**src/rtl/dbus_access_unit_if.sv**
```systemverilog
// Data-bus request/response bundle between the memory-stage access unit and the bus.
// The access unit drives dreq through the master modport; the bus answers on dresp.
interface dbus_access_unit_if #(parameter int XLEN = 64);
    typedef struct packed {
        logic              valid;
        logic [XLEN-1:0]   addr;
        logic [2:0]        size;   // MSIZE1=0, MSIZE2=1, MSIZE4=2, MSIZE8=3
        logic [XLEN/8-1:0] strobe;
        logic [XLEN-1:0]   data;
    } dbus_req_t;

    typedef struct packed {
        logic            addr_ok;
        logic            data_ok;
        logic [XLEN-1:0] data;
    } dbus_resp_t;

    dbus_req_t  dreq;
    dbus_resp_t dresp;

    modport master (output dreq, input dresp);
    modport slave  (input dreq, output dresp);
endinterface

```
**src/rtl/dbus_access_unit.sv**
```systemverilog
// Memory-stage data-bus engine: one load/store at a time over a BUSY-until-data_ok handshake,
// with store lane placement, load extension, stall generation and a one-cycle completion pulse.
module dbus_access_unit #(
    parameter int XLEN        = 64,
    parameter int CHECK_ALIGN = 1,
    parameter int MMIO_BIT    = 31
) (
    input  logic             clk,
    input  logic             reset,
    input  logic             req_valid,
    input  logic             req_write,
    input  logic [1:0]       req_size,
    input  logic             req_unsigned,
    input  logic [XLEN-1:0]  req_addr,
    input  logic [XLEN-1:0]  req_wdata,
    input  logic             flush,
    dbus_access_unit_if.master bus,
    output logic             stall,
    output logic             resp_valid,
    output logic [XLEN-1:0]  resp_rdata,
    output logic             resp_misalign,
    output logic             resp_mmio
);
    typedef enum logic [1:0] {IDLE, BUSY, DONE} state_t;

    state_t            state;
    logic              kill;
    logic [XLEN-1:0]   lat_addr;
    logic [1:0]        lat_size;
    logic              lat_write;
    logic              lat_unsigned;
    logic [XLEN/8-1:0] lat_strobe;
    logic [XLEN-1:0]   lat_data;

    logic              aligned;
    logic [XLEN/8-1:0] size_mask;
    logic [XLEN/8-1:0] strobe_next;
    logic [XLEN-1:0]   data_next;
    logic [XLEN-1:0]   shifted;
    logic [XLEN-1:0]   load_ext;
    logic              sgn;
    logic              unused_addr_ok;

    assign unused_addr_ok = bus.dresp.addr_ok;

    always_comb begin
        aligned   = 1'b1;
        size_mask = 8'h01;
        case (req_size)
            2'd0: begin aligned = 1'b1;                  size_mask = 8'h01; end
            2'd1: begin aligned = ~req_addr[0];          size_mask = 8'h03; end
            2'd2: begin aligned = (req_addr[1:0] == 2'b0); size_mask = 8'h0F; end
            default: begin aligned = (req_addr[2:0] == 3'b0); size_mask = 8'hFF; end
        endcase
    end

    // Lanes beyond the 64-bit word simply fall off the top of the shift.
    assign strobe_next = size_mask << req_addr[2:0];
    assign data_next   = req_wdata << {req_addr[2:0], 3'b000};

    assign shifted = bus.dresp.data >> {lat_addr[2:0], 3'b000};
    assign sgn     = ~lat_unsigned;

    always_comb begin
        load_ext = shifted;
        case (lat_size)
            2'd0:    load_ext = {{(XLEN-8){sgn & shifted[7]}},   shifted[7:0]};
            2'd1:    load_ext = {{(XLEN-16){sgn & shifted[15]}}, shifted[15:0]};
            2'd2:    load_ext = {{(XLEN-32){sgn & shifted[31]}}, shifted[31:0]};
            default: load_ext = shifted;
        endcase
    end

    always_ff @(posedge clk) begin
        if (reset) begin
            state         <= IDLE;
            kill          <= 1'b0;
            lat_addr      <= '0;
            lat_size      <= '0;
            lat_write     <= 1'b0;
            lat_unsigned  <= 1'b0;
            lat_strobe    <= '0;
            lat_data      <= '0;
            resp_rdata    <= '0;
            resp_misalign <= 1'b0;
            resp_mmio     <= 1'b0;
        end else begin
            case (state)
                IDLE: begin
                    kill <= 1'b0;
                    if (req_valid && !flush) begin
                        lat_addr     <= req_addr;
                        lat_size     <= req_size;
                        lat_write    <= req_write;
                        lat_unsigned <= req_unsigned;
                        lat_strobe   <= req_write ? strobe_next : '0;
                        lat_data     <= req_write ? data_next : '0;
                        if (aligned || CHECK_ALIGN == 0) begin
                            state <= BUSY;
                        end else begin
                            // Misaligned: skip the bus and report straight from DONE.
                            state         <= DONE;
                            resp_rdata    <= '0;
                            resp_misalign <= 1'b1;
                            resp_mmio     <= ~req_addr[MMIO_BIT];
                        end
                    end
                end
                BUSY: begin
                    if (flush) kill <= 1'b1;
                    if (bus.dresp.data_ok) begin
                        state         <= DONE;
                        resp_rdata    <= lat_write ? '0 : load_ext;
                        resp_misalign <= 1'b0;
                        resp_mmio     <= ~lat_addr[MMIO_BIT];
                    end
                end
                DONE: begin
                    state <= IDLE;
                    kill  <= 1'b0;
                end
                default: state <= IDLE;
            endcase
        end
    end

    assign bus.dreq.valid  = (state == BUSY);
    assign bus.dreq.addr   = lat_addr;
    assign bus.dreq.size   = {1'b0, lat_size};
    assign bus.dreq.strobe = lat_strobe;
    assign bus.dreq.data   = lat_data;

    assign stall      = req_valid & (((state == IDLE) & ~flush) | (state == BUSY));
    assign resp_valid = (state == DONE) & ~kill & ~flush;
endmodule
```
**src/flat_wrapper.sv**
```systemverilog
// flat-port wrapper written by rule: the top's interface ports become plain ports
module dbus_access_unit_flat 
#(
    parameter int XLEN        = 64,
    parameter int CHECK_ALIGN = 1,
    parameter int MMIO_BIT    = 31
)
  (clk, reset, req_valid, req_write, req_size, req_unsigned, req_addr, req_wdata, flush, stall, resp_valid, resp_rdata, resp_misalign, resp_mmio, bus_dreq, bus_dresp);
  dbus_access_unit_if #(.XLEN(XLEN)) bus_i ();
  input  logic clk;
  input  logic reset;
  input  logic req_valid;
  input  logic req_write;
  input  logic [1:0] req_size;
  input  logic req_unsigned;
  input  logic [XLEN-1:0] req_addr;
  input  logic [XLEN-1:0] req_wdata;
  input  logic flush;
  output logic stall;
  output logic resp_valid;
  output logic [XLEN-1:0] resp_rdata;
  output logic resp_misalign;
  output logic resp_mmio;
  output wire logic [$bits(bus_i.dreq)-1:0] bus_dreq;
  input wire logic [$bits(bus_i.dresp)-1:0] bus_dresp;
  assign bus_dreq = bus_i.dreq;
  assign bus_i.dresp = bus_dresp;
  dbus_access_unit #(.XLEN(XLEN), .CHECK_ALIGN(CHECK_ALIGN), .MMIO_BIT(MMIO_BIT)) u_core (.clk(clk), .reset(reset), .req_valid(req_valid), .req_write(req_write), .req_size(req_size), .req_unsigned(req_unsigned), .req_addr(req_addr), .req_wdata(req_wdata), .flush(flush), .bus(bus_i), .stall(stall), .resp_valid(resp_valid), .resp_rdata(resp_rdata), .resp_misalign(resp_misalign), .resp_mmio(resp_mmio));
endmodule
```
**config.mk**
```make
export PLATFORM = sky130hd
export DESIGN_NAME = dbus_access_unit_flat
export DESIGN_NICKNAME = d
export VERILOG_FILES = /design/src/rtl/dbus_access_unit_if.sv /design/src/rtl/dbus_access_unit.sv /design/src/flat_wrapper.sv
export SDC_FILE = /design/constraint.sdc
export NUM_CORES = 1
export LEC_CHECK = 0
export ABC_AREA = 1
export CAP_MARGIN = 20
export CORE_UTILIZATION = 40
export DETAILED_ROUTE_END_ITERATION = 10
export PLACE_DENSITY = 0.76
export SKIP_LAST_GASP = 1
export SYNTH_ARGS = -nofsm -noshare
export SYNTH_HDL_FRONTEND = slang
export SYNTH_SLANG_ARGS = --single-unit
```
**constraint.sdc**
```tcl
create_clock -name clk -period 1.6 [get_ports clk]
set_input_delay 0.32 -clock clk [delete_from_list [all_inputs] [get_ports clk]]
set_output_delay 0.32 -clock clk [all_outputs]
set_load 0.005 [all_outputs]
```
==> summary.md, run 1 <==
| Metric | Value |
|---|---|
| CP max FO | `5` |
| Most frequent cell after synthesis | `nand2_1` |
| # DRC | `0` |
| Max clock buf depth | `3` |
| Avg WL per Cell | `around 19 um` |
| Synth warnings | `0` |
| Clk_skew | `between 0.01 and 0.015 ns` |
| Fin crit period | `1.78 ns` |
| DP Wirelength | `around 34000 um` |
| Final worst slack | `-0.176 ns` |
| Fillers | `2377` |
| Worst Path Required | `~2 ns` |
| Post-Route Utilization | `66.5%` |
| Unique masters post-synth | `39` |
| H-tree levels | `1` |
| CTS tree | `built` |
| Min Hold Slack | `0.296 ns` |
| Initial DRC Count | `1214` |
| RSZ-0062 raised after global routing | `yes` |
| Sequential share of the synthesized area | `about 37%` |
| Hold_buf cts | `0` |
| Post-synthesis mux area share | `1.16%` |
| Clk slew on worst S/H paths | `0.06 ns` |
| First-pass GRT wire length | `70700 um` |
| Clock Latency Late Sink | `0.53 ns` |
| Ports | `410` |
| Post-route ant nets | `0` |
| Status | `complete, but fails checks` |
| Avg Vias per Cell | `between 5 and 6` |
| Routability Congestion | `0.960` |
| Max cap viols | `0` |
| Top cell type's share of synthesized area | `37.2%` |
| Core ar. | `27700 um2` |
| Largest net degree at the start of global routing | `62` |
| Port bufs | `around 410` |
| Share of cells above drive strength 1 | `22.6%` |
| Total CTS buffers | `25` |
| Post-Synth Adder-Cell Area | `0%` |
| Setup CP Type | `register to register` |
| Endpoints failing setup | `58` |
| #FFs+latches synth | `209` |
| Standard-cell rows | `61` |
| Total congestion overflow | `0` |
| Clock Sinks | `~210` |
| Final hold vios | `0` |
| Asr flop ratio synth | `0%` |
| Mapped Nets | `1867` |
| NumNets Final | `2369` |
| Cells after synthesis | `1665` |
| Die area | `28800 um2` |
| Final Max Slew Viols | `0` |
| Initial Util | `40.6%` |
| Crit path capture type | `register` |
| Compound-gate portion of the synthesized area | `22.4%` |
| Fmax | `0.563 GHz` |
| Peak VDD IR | `0.755 mV` |
| Width of the chip | `170 um` |
| Post-Synth XOR/XNOR Area | `0%` |
| Synth cell count leaders | `479 x nand2_1, 209 x dfxtp_1, 198 x o21ai_0` |
| Die Ht | `170 um` |
| Syn avg cell area | `6.75 um2` |
| Failing checks | `negative setup slack` |
| P_leak | `8.47 nW` |
| Initial antenna violation count | `3` |
| Power per cell area | `roughly 900 nW/um2` |
| GRT Util Overall | `a little under a third` |
| Critical path arrival | `2.17 ns` |
| Root Buffer | `clkbuf_16` |
| Post-synth EDFFs | `0` |
| Area contributors post-synth | `dfxtp_1 37%, nand2_1 16%, o21ai_0 8.8%` |
| Routed via count | `roughly 14000` |
| Area growth, synth to finish | `63.9%` |
| Combinational family with the most area after synthesis | `simple AND/OR/NAND/NOR gates` |
| Worst min path class | `input port to register` |
| Area leader, netlist | `dfxtp_1` |
| Vias in the first global route | `13000` |
| Tcrit/Tclk final | `111%` |
| Post-Syn Area | `11200 um2` |
| Synth Area in Simple Gates | `30.0%` |
| Drt total wl | `48800 um` |
| Primary FF master, synth | `dfxtp_1` |
| Pre-antenna DRT Iters | `6` |
| Critical Path Source Type | `register` |
-- flip-flops by register name, indices dropped and copies added (netlist names), 2 cells and up --
signal	flops
u_core.lat_addr	64
u_core.lat_data	64
u_core.resp_rdata	64
u_core.lat_strobe	8
u_core.lat_size	2
u_core.state	2
-- per-stage QoR --
| stage | setup WS (ns) | setup TNS, ns | instances | total power, mW | cell area, um2 |
|---|---|---|---|---|---|
| 5_1_grt | -0.239 | -8.98 | 2563 | 16.7 | 18400 |
| 2_1_floorplan | 0.0183 | 0 | 1665 | 7.66 | 11200 |
| 3_3_place_gp | -0.510 | -78.36 | 2481 | 9.68 | 16600 |
| 3_5_place_dp | -0.561 | -85.72 | 2481 | 9.73 | 16600 |
| 6_report | -0.176 | -4.18 | 2565 | 16.1 | 18400 |
| 4_1_cts | -0.235 | -4.98 | 2554 | 15.9 | 17900 |
-- path summary, 6_finish.rpt --
kind / startpoint / end / slack (ns) / cells after the start
worst max-delay path: u_core.lat_addr[0] / u_core.resp_rdata[3] / -0.18 / 10
worst min register to register: u_core.resp_rdata[29] / u_core.resp_rdata[29] / 0.46 / 2
worst max register to register: u_core.lat_addr[0] / u_core.resp_rdata[3] / -0.18 / 10
worst min-delay path: reset / u_core.resp_rdata[0] / 0.30 / 3
-- cell usage in the layout (no fill, tap or decap), types with 5 or more instances in the layout --
cell type	n
a21oi_2	41
o21ai_2	25
nand2_1	445
o21ai_0	152
dlygate4sd2_1	201
o22ai_1	7
inv_1	75
buf_6	24
dfxtp_4	6
nand3_4	10
o21ai_1	40
nor2_4	5
clkbuf_1	6
or2_2	11
buf_4	135
clkbuf_8	6
a31oi_1	5
clkbuf_16	32
nand3_2	35
inv_2	6
o211ai_1	39
a21oi_1	89
a22oi_1	16
mux2i_1	11
nand2_2	32
buf_12	29
nand2_4	13
dfxtp_2	41
nand3_1	43
clkdlybuf4s50_1	197
dfxtp_1	162
nor2_1	178
nor3_1	5
-- critical path, stage by stage (launching register included) --
cell and delay (ns):
dfxtp_4 0.36, buf_8 0.12, buf_8 0.13, buf_4 0.15, or2_4 0.26, o21ai_4 0.06, nand2_1 0.08, o21ai_2 0.12
nand2_1 0.10, o211ai_1 0.15, a21oi_1 0.11
-- cell families (layout without fill, tap and decap cells) --
logic type	after synthesis	count (layout)
AOI/OAI and AO/OA	436	436
buffers and inverters	221	741
DFF	209	209
muxes	13	13
other	1	3
and+or+nand+nor	785	785
-- power breakdown --
part,total [mW],internal [mW],switching (mW)
Combinational,4.66,2.21,2.45
Sequential,5.62,5.46,0.157
Clock,5.84,3.50,2.34
Total,16.1,11.2,4.95
-- what timing repair did --
action	CTS	global route
cloned	7	7
setup buffers	24	9
pin swaps	27	55
resized for setup	350	136
setup endpoints to repair	253	113
-- routing by layer --
layer | up-vias | GRT usage, % | wire [um] | part of all wire [%]
li1 | 6496 | - | - | -
met1 | 6441 | 37.5 | 18400 | 38
met2 | 820 | 53.8 | 23400 | 48
met3 | 152 | 6.76 | 4600 | 9.4
met4 | 2 | 14.3 | 2380 | 4.9
met5 | - | 0 | 13 | 0.027
-- area by class of cell --
cell class	count	area [um2]	area share, %
diodes	2	5.00	0.0272
clock buffers	37	731	3.96
clock inverters	8	111	0.604
inverters	89	367	1.99
multi-input cells	1235	6490	35.2
flip-flops and latches	209	4260	23.1
well taps	378	473	2.57
repair buffers	607	5990	32.5
No activity file was read; power rests on OpenSTA's default activity.
==> run 2, diff against run 1 <==
--- a/config.mk
+++ b/config.mk
@@ -6,7 +6,6 @@
 export NUM_CORES = 1
 export LEC_CHECK = 0
 export ABC_AREA = 1
-export CAP_MARGIN = 20
 export CORE_UTILIZATION = 40
 export DETAILED_ROUTE_END_ITERATION = 10
 export PLACE_DENSITY = 0.76
==> results of run 2 <==
Final layout, timing and power as in run 1 (identical DEF).
